File: src/rtl/instr_fetch.sv
// Instruction fetch unit: one outstanding memory request, IDLE -> REQ -> VALID, branch redirect on accept.
// Optional macro FETCH_HALT_EN adds a halt input that parks the unit in IDLE.
module instr_fetch (
   input  logic        clk,
   input  logic        reset,
   output logic        imem_req,
   output logic [63:0] imem_addr,
   input  logic        imem_ack,
   input  logic [31:0] imem_rdata,
   output logic [31:0] instr,
   output logic [63:0] instr_pc,
   output logic        instr_valid,
   input  logic        instr_ready,
   input  logic        BrTaken,
   input  logic        UncondBr,
`ifdef FETCH_HALT_EN
   input  logic        halt,
`endif
   output logic [1:0]  dbg_state
);

   localparam logic [1:0] ST_IDLE  = 2'd0;
   localparam logic [1:0] ST_REQ   = 2'd1;
   localparam logic [1:0] ST_VALID = 2'd2;

   logic [1:0]  state_q, state_d;
   logic [63:0] pc_q, pc_d;
   logic [31:0] instr_q, instr_d;
   logic [63:0] instr_pc_q, instr_pc_d;
   logic [63:0] imm_ext;
   logic [63:0] next_pc;
   logic        halt_w;

`ifdef FETCH_HALT_EN
   assign halt_w = halt;
`else
   assign halt_w = 1'b0;
`endif

   // Word offset sign-extended and scaled to bytes; all PC math wraps modulo 2^64.
   always_comb begin
      if (UncondBr) begin
         imm_ext = {{36{instr_q[25]}}, instr_q[25:0], 2'b00};
      end else begin
         imm_ext = {{43{instr_q[23]}}, instr_q[23:5], 2'b00};
      end
      next_pc = BrTaken ? (instr_pc_q + imm_ext) : (instr_pc_q + 64'd4);
   end

   // Handshakes: a transfer happens on a rising edge where valid (imem_req / instr_valid)
   // and the matching ready (imem_ack / instr_ready) are both 1; the other side's signal
   // is ignored while valid is 0, and the offered payload is held until the transfer.
   always_comb begin
      state_d    = state_q;
      pc_d       = pc_q;
      instr_d    = instr_q;
      instr_pc_d = instr_pc_q;
      case (state_q)
         ST_IDLE: begin
            if (!halt_w) state_d = ST_REQ;
         end
         ST_REQ: begin
            if (imem_ack) begin
               instr_d    = imem_rdata;
               instr_pc_d = pc_q;
               state_d    = ST_VALID;
            end
         end
         ST_VALID: begin
            if (instr_ready) begin
               pc_d    = next_pc;
               state_d = halt_w ? ST_IDLE : ST_REQ;
            end
         end
         default: state_d = ST_IDLE;
      endcase
   end

   always_ff @(posedge clk or posedge reset) begin
      if (reset) begin
         state_q    <= ST_IDLE;
         pc_q       <= 64'd0;
         instr_q    <= 32'd0;
         instr_pc_q <= 64'd0;
      end else begin
         state_q    <= state_d;
         pc_q       <= pc_d;
         instr_q    <= instr_d;
         instr_pc_q <= instr_pc_d;
      end
   end

   assign imem_req    = (state_q == ST_REQ);
   assign imem_addr   = pc_q;
   assign instr_valid = (state_q == ST_VALID);
   assign instr       = instr_q;
   assign instr_pc    = instr_pc_q;
   assign dbg_state   = state_q;

endmodule

File: config.mk
export PLATFORM = sky130hd
export DESIGN_NAME = instr_fetch
export DESIGN_NICKNAME = d
export VERILOG_FILES = /design/src/rtl/instr_fetch.sv
export SDC_FILE = /design/constraint.sdc
export NUM_CORES = 1
export LEC_CHECK = 0
export ABC_CLOCK_PERIOD_IN_PS = 4800
export BUFFER_PORTS_ARGS = -buffer_cell sky130_fd_sc_hd__buf_2
export CAP_MARGIN = 40
export CORE_MARGIN = 8
export CORE_UTILIZATION = 50
export DETAILED_ROUTE_END_ITERATION = 8
export GPL_ROUTABILITY_DRIVEN = 1
export PLACE_DENSITY = 0.76
export SLEW_MARGIN = 20
export SYNTH_ARGS = -nofsm -noshare
export SYNTH_HDL_FRONTEND = slang
export SYNTH_SLANG_ARGS = --single-unit
File: constraint.sdc
create_clock -name clk -period 4.8 [get_ports clk]
set_input_delay 0.48 -clock clk [delete_from_list [all_inputs] [get_ports clk]]
set_output_delay 0.48 -clock clk [all_outputs]
set_load 0.02 [all_outputs]
==> results of run 1 <==
[metal layers]
layer,part of all wire [%],vias up,GRT usage (%),wire [um]
met5,0,-,0,0
met2,45,291,33.73,12330
li1,-,4099,-,-
met1,46,4114,30.13,12580
met4,2.0,0,7.274,536
met3,7.2,40,4.859,1964
[kinds of logic (layout without fill, tap and decap cells)]
group                    count (synthesis)  count (layout)  synth area share, %
buffers and inverters                   69             252                3.535
adder cells (fa/ha/maj)                 62              62                7.710
XOR/XNOR                                55              55                4.742
flip-flops                             162             162                39.91
multiplexers                           115             115                12.53
AND/OR/NAND/NOR                        304             304                14.18
AO/OA/AOI/OAI                          278             278                17.40
[worst min path at each step]
stage                    from  slack [ps]      endpoint  depth (start not counted)
2_1_floorplan     instr_pc[0]         460  imem_addr[0]                          2
3_3_place_gp      instr_pc[0]         470  imem_addr[0]                          2
3_5_place_dp      instr_pc[0]         480  imem_addr[0]                          2
4_1_cts        imem_rdata[31]         260     instr[31]                          2
5_1_grt        imem_rdata[28]         270     instr[28]                          2
6_report                reset         210  instr_pc[31]                          3
[flip-flops by register name (all words and copies together) (netlist names)]
register and count:
dbg_state 2, imem_addr 64, instr 32, instr_pc 64
[report_power, final]
group | switching, mW | internal, mW
registers | 0.565 | 1.97
logic | 2.96 | 1.89
clock network | 0.587 | 0.744
[synth_stat cells (9+ instances only)]
master and number:
dfrtp_1 162, nand2_1 142, mux2_2 97, o21ai_0 83
a21oi_1 70, ha_1 61, nor2_1 46, clkbuf_1 32
a21o_1 31, xnor2_1 31, xor2_1 24, nor2b_1 22
nand4_1 20, mux2i_1 18, nand3_1 13, o21a_1 13
nor3_1 12, o21bai_1 11, inv_1 10, a21boi_0 9
buf_1 9, nand2b_1 9
[critical path: cells and delay by family, from the launching register on]
kind | cells | cell delay (ps)
AOI/OAI and AO/OA | 4 | 1330
adders and majority gates | 1 | 350
buffers and inverters | 1 | 350
DFF | 1 | 380
and+or+nand+nor | 7 | 1470
[area by class of cell]
| cell class | count | area [um^2] |
|---|---|---|
| Timing Repair Buffer | 210 | 1119 |
| Tap cell | 270 | 337.8 |
| Sequential cell | 162 | 4054 |
| Clock buffer | 21 | 460.4 |
| Inverter | 10 | 41.29 |
| Multi-Input combinational cell | 814 | 5772 |
| Clock inverter | 11 | 105.1 |
| Fill cell | 1732 | 8215 |
[per-stage QoR]
stage                     util, %  instances  instance area (um^2)  worst slack (ps)
after detailed placement    56.09       1464                 11280             604.8
after floorplan                 -       1045                 10170             522.8
after global placement      56.09       1464                 11280             646.9
after CTS                   58.90       1496                 11840             830.5
after global routing        59.14       1498                 11890             576.8
final                       59.14       1498                 11890             821.8
==> reports/qor.txt, run 1 <==
outcome: complete, no violations
worst r2r dst: imem_addr[54]
min Tclk post-route: 3978 ps
Max-Slew Margin vs Limit: 31.45%
drc violations: 0
Num CTS Buffers: 17
vias in the first global route: 8400
setup_tns: 0 ps
Placer Congestion: 0.8918
Pleak: 5.842 nW
worst reg2reg path depth: 13
GRT Resource Usage Total: 21.95%
CP Capture Type: flip-flop
clock sinks: 162
clk_lat worst skew: 430 ps
#FFs+latches synth: 162
global-route wire length before repair: 43.73 mm
# resized after CTS: 0
top cells by area, synth: dfrtp_1 40%, mux2_2 11%, ha_1 7.5%, nand2_1 5.2%, o21ai_0 4.1%
Core Rows: 52
layout cells sized above 1: 29.64%
Yosys cell types: 74
Final Hold Fails: 0
asr flop ratio synth: 100.0%
Syn. warnings: 0
fmax: 0.2514 GHz
Final Slew Violations: 0
initial antenna violation count: 0
post-CTS setup buffers: 0
top-area cell type share of the netlist area: 39.91%
critical path class: reg -> reg
chip height: 158.5 um
worst-path cell chain: nand2b_1 -> a21boi_4 -> buf_4 -> ha_1 -> a21oi_1 -> o21a_1 -> nor3_1 -> nor3_1 -> and4b_1 -> nor3_2 -> o21a_1 -> or4_1 -> nand3_1
Chip Width: 158.5 um
Slew @ Worst Pin: 1028 ps
unrepaired setup endpoints after global routing: false
Area growth syn-to-layout: 17.03%
HP Class: in -> async
router iterations before antenna repair: 5
core area: 20100 um^2
FF-to-FF Start: instr[23]
overall power: 8.720 mW
Die ar.: 25130 um^2
post-synth net total: 1145
DR WL/cell: 18.30 um
Synth Flop Type: dfrtp_1
Clock Skews: 10.91 ps
Hold WS: 205.0 ps
Mapped Cells: 1045
vias per cell: 5.704
Via Count: 8544
Syn Area/Cell: 9.721 um^2
Seq/Total Area, Yosys: 39.91%
largest net degree at the start of global routing: 163
Yosys top cell by area: dfrtp_1
CTS hold repair buffers: 0
commonest non-fill, non-tap cell in the layout: buf_2
CP Launch Type: flip-flop
r2r setup slk: 820 ps
Iter 0 DRT Violations: 668
htree depth: 4
detailed placement HPWL: 20.27 mm
Synth Cell Area: 10160 um^2
MaxCap Viol Count: 0
final period utilization: 82.88%
Power Dens Cells: 733.5 nW/um^2
nets: 1315
Slowest-stage cell, CP: a21boi_4
Root Buffer: clkbuf_16
Final ANT Viol Nets: 0
Clock transition at path regs: 60 ps
largest fanout on the critical path: 16
Total Wirelength: 27.41 mm
Max Buffers Root-to-Sink: 2
total gr overflow: 0
most frequent cells in the layout: 201 x buf_2, 162 x dfrtp_1, 140 x nand2_1, 97 x mux2_2, 83 x o21ai_0
worst vdd ir: 0.4701 mV
crit path launch: instr[23]
Setup crit end: imem_addr[54]
Post-synth EDFFs: 0
TritonCTS clock tree: done
Port Buffers: 201
Initial Util: 50.53%
Worst EP required: 5160 ps
I/O pins: 202
Antenna diodes: 0
CP arrival: 4340 ps
final setup vio count: 0
critical path's largest stage delay: 580 ps
Power figures use the tool's default switching activity.
==> run 2, diff against run 1 <==
--- a/config.mk
+++ b/config.mk
@@ -5,14 +5,14 @@
 export SDC_FILE = /design/constraint.sdc
 export NUM_CORES = 1
 export LEC_CHECK = 0
-export ABC_CLOCK_PERIOD_IN_PS = 4800
+export ABC_CLOCK_PERIOD_IN_PS = 3700
 export BUFFER_PORTS_ARGS = -buffer_cell sky130_fd_sc_hd__buf_2
 export CAP_MARGIN = 40
 export CORE_MARGIN = 8
 export CORE_UTILIZATION = 50
 export DETAILED_ROUTE_END_ITERATION = 8
 export GPL_ROUTABILITY_DRIVEN = 1
-export PLACE_DENSITY = 0.76
+export PLACE_DENSITY = 0.74
 export SLEW_MARGIN = 20
 export SYNTH_ARGS = -nofsm -noshare
 export SYNTH_HDL_FRONTEND = slang
==> constraint.sdc (replaced) <==
create_clock -name clk -period 3.7 [get_ports clk]
set_input_delay 0.37 -clock clk [delete_from_list [all_inputs] [get_ports clk]]
set_output_delay 0.37 -clock clk [all_outputs]
set_load 0.02 [all_outputs]
==> run 2 against run 1 <==
Against the previous run:
- core utilization rose by 2.0 points
- first-iteration DRC count is 2.5% lower
- clock skew up 2.4 ps
- non-clock buffer count rose by 41
- sequential share of layout area fell by 1.1 points
- worst hold slack worse by 36 ps
- register-to-register slack lost 600 ps
- maximum frequency grew 14%
==> reports/qor.txt, run 2 (synthesized netlist as in run 1, its figures left out) <==
global-route wire length before repair: 44.43 mm
design area: 12280 um^2
TritonCTS clock tree: done
final period utilization: 93.95%
Pint: 6.414 mW
Placed Area: 11600 um^2
Clock transition at path regs: 70 ps
Final ANT Viol Nets: 0
Total Wirelength: 27.79 mm
htree depth: 4
outcome: complete, no violations
GRT Resource Usage Total: 22.29%
fin util: 61.10%
DR WL/cell: 18.07 um
CP Capture Type: flip-flop
Initial Util: 50.53%
drc violations: 0
Final Slew Violations: 0
fmax: 0.2877 GHz
overall power: 11.82 mW
total gr overflow: 0
Area growth syn-to-layout: 20.93%
Via Count: 8546
Hold WS: 169.2 ps
sequential share of power: 27.9%
Root Buffer: clkbuf_16
Die ar.: 25130 um^2
filler instances: 1698
I/O pins: 202
Pleak: 6.080 nW
Max-Slew Margin vs Limit: 38.51%
Num CTS Buffers: 17
worst vdd ir: 0.5401 mV
clk_lat worst skew: 430 ps
most frequent cells in the layout: 201 x buf_2, 162 x dfrtp_1, 140 x nand2_1, 97 x mux2_2, 83 x o21ai_0
clock network fraction of total power: 16.0%
final setup vio count: 0
MaxCap Viol Count: 0
r2r setup slk: 220 ps
largest net degree at the start of global routing: 163
FF-to-FF Start: instr[23]
min Tclk post-route: 3476 ps
clock sinks: 162
critical path class: reg -> reg
Sw Pwr: 5.402 mW
Power Dens Cells: 961.9 nW/um^2
unrepaired setup endpoints after global routing: false
HP Class: in -> async
commonest non-fill, non-tap cell in the layout: buf_2
Clock Skews: 13.31 ps
switch share: 45.72%
initial antenna violation count: 0
chip height: 158.5 um
Core Rows: 52
part of the power in combinational logic: 56.1%
worst reg2reg path depth: 13
detailed placement HPWL: 21.25 mm
vias in the first global route: 8516
worst r2r dst: imem_addr[51]
router iterations before antenna repair: 5
CP Launch Type: flip-flop
Chip Width: 158.5 um
Max Buffers Root-to-Sink: 2
vias per cell: 5.557
Final Hold Fails: 0
Antenna diodes: 0
Worst EP required: 4000 ps
nets: 1356
Slew @ Worst Pin: 922.4 ps
CP arrival: 3770 ps
layout cells sized above 1: 32.10%
Iter 0 DRT Violations: 651
largest fanout on the critical path: 7
core area: 20100 um^2
Port Buffers: 201
Placer Congestion: 0.8968
[run 2: changes by cell type in the layout (fill, tap and decap cells not counted), moves of 2 or more]
cell	previous run	this run
buf_4	6	46
bufinv_16	1	4
clkinv_4	3	0
a2111oi_0	2	0
clkinvlp_4	5	3
[run 2: layout make-up]
type	count	area, um^2	share of cell area, %
Multi-Input combinational cell	814	5794	47.17
Sequential cell	162	4054	33.00
Timing Repair Buffer	251	1439	11.71
Clock buffer	22	464.2	3.779
Tap cell	270	337.8	2.750
Clock inverter	9	153.9	1.253
Inverter	10	41.29	0.3361
[run 2: power groups by stage]
stage	clock [mW]	combinational, mW	sequential, mW
final	1.89	6.63	3.29
after global routing	1.99	7.24	3.41
after floorplan	0	3.67	4.07
after global placement	0	6.48	3.29
after detailed placement	0	6.56	3.32
after CTS	1.92	6.61	3.30
[run 2: critical path, cell delays in order, from the launching register on]
cell and delay [ps]:
dfrtp_1 450, nand2b_4 100, a21boi_0 340, ha_1 330, a21oi_1 220, o21ai_0 170, a2111oi_1 480, buf_4 190
nor3_1 40, a21oi_1 260, a21oi_2 180, a21oi_1 300, xor2_1 190, o21ai_0 90
[run 2: through the flow]
stage / cells / setup slack, ps / setup TNS [ps]
6_report: 1538 / 223.9 / 0
5_1_grt: 1538 / 43.46 / 0
4_1_cts: 1536 / 39.05 / 0
3_5_place_dp: 1505 / -186.1 / -886.3
3_3_place_gp: 1505 / -183.7 / -874.1
2_1_floorplan: 1045 / 28.17 / 0
[run 2: how the worst max path moves through the flow]
| stage | startpoint | end | slack [ps] | cells past startpoint |
|---|---|---|---|---|
| floorplan | UncondBr | imem_addr[61] | 30 | 14 |
| global placement | UncondBr | imem_addr[62] | -180 | 16 |
| detailed placement | UncondBr | imem_addr[62] | -190 | 16 |
| CTS | instr[23] | imem_addr[53] | 40 | 12 |
| global route | instr[23] | imem_addr[62] | 40 | 13 |
| finish | instr[23] | imem_addr[51] | 220 | 13 |
[run 2: per-layer routing]
| metal | track usage [%] | vias to the layer above | part of all wire, % |
|---|---|---|---|
| li1 | - | 4173 | - |
| met1 | 30.29 | 4042 | 46 |
| met2 | 35.30 | 296 | 45 |
| met3 | 4.397 | 35 | 6.9 |
| met4 | 6.825 | 0 | 1.7 |
| met5 | 0 | - | 0 |
[run 2: what timing repair did]
item,in CTS,in global routing
gates resized for setup,0,5
buffers inserted,0,1
hold buffers,0,0
endpoints found under the setup margin,0,12
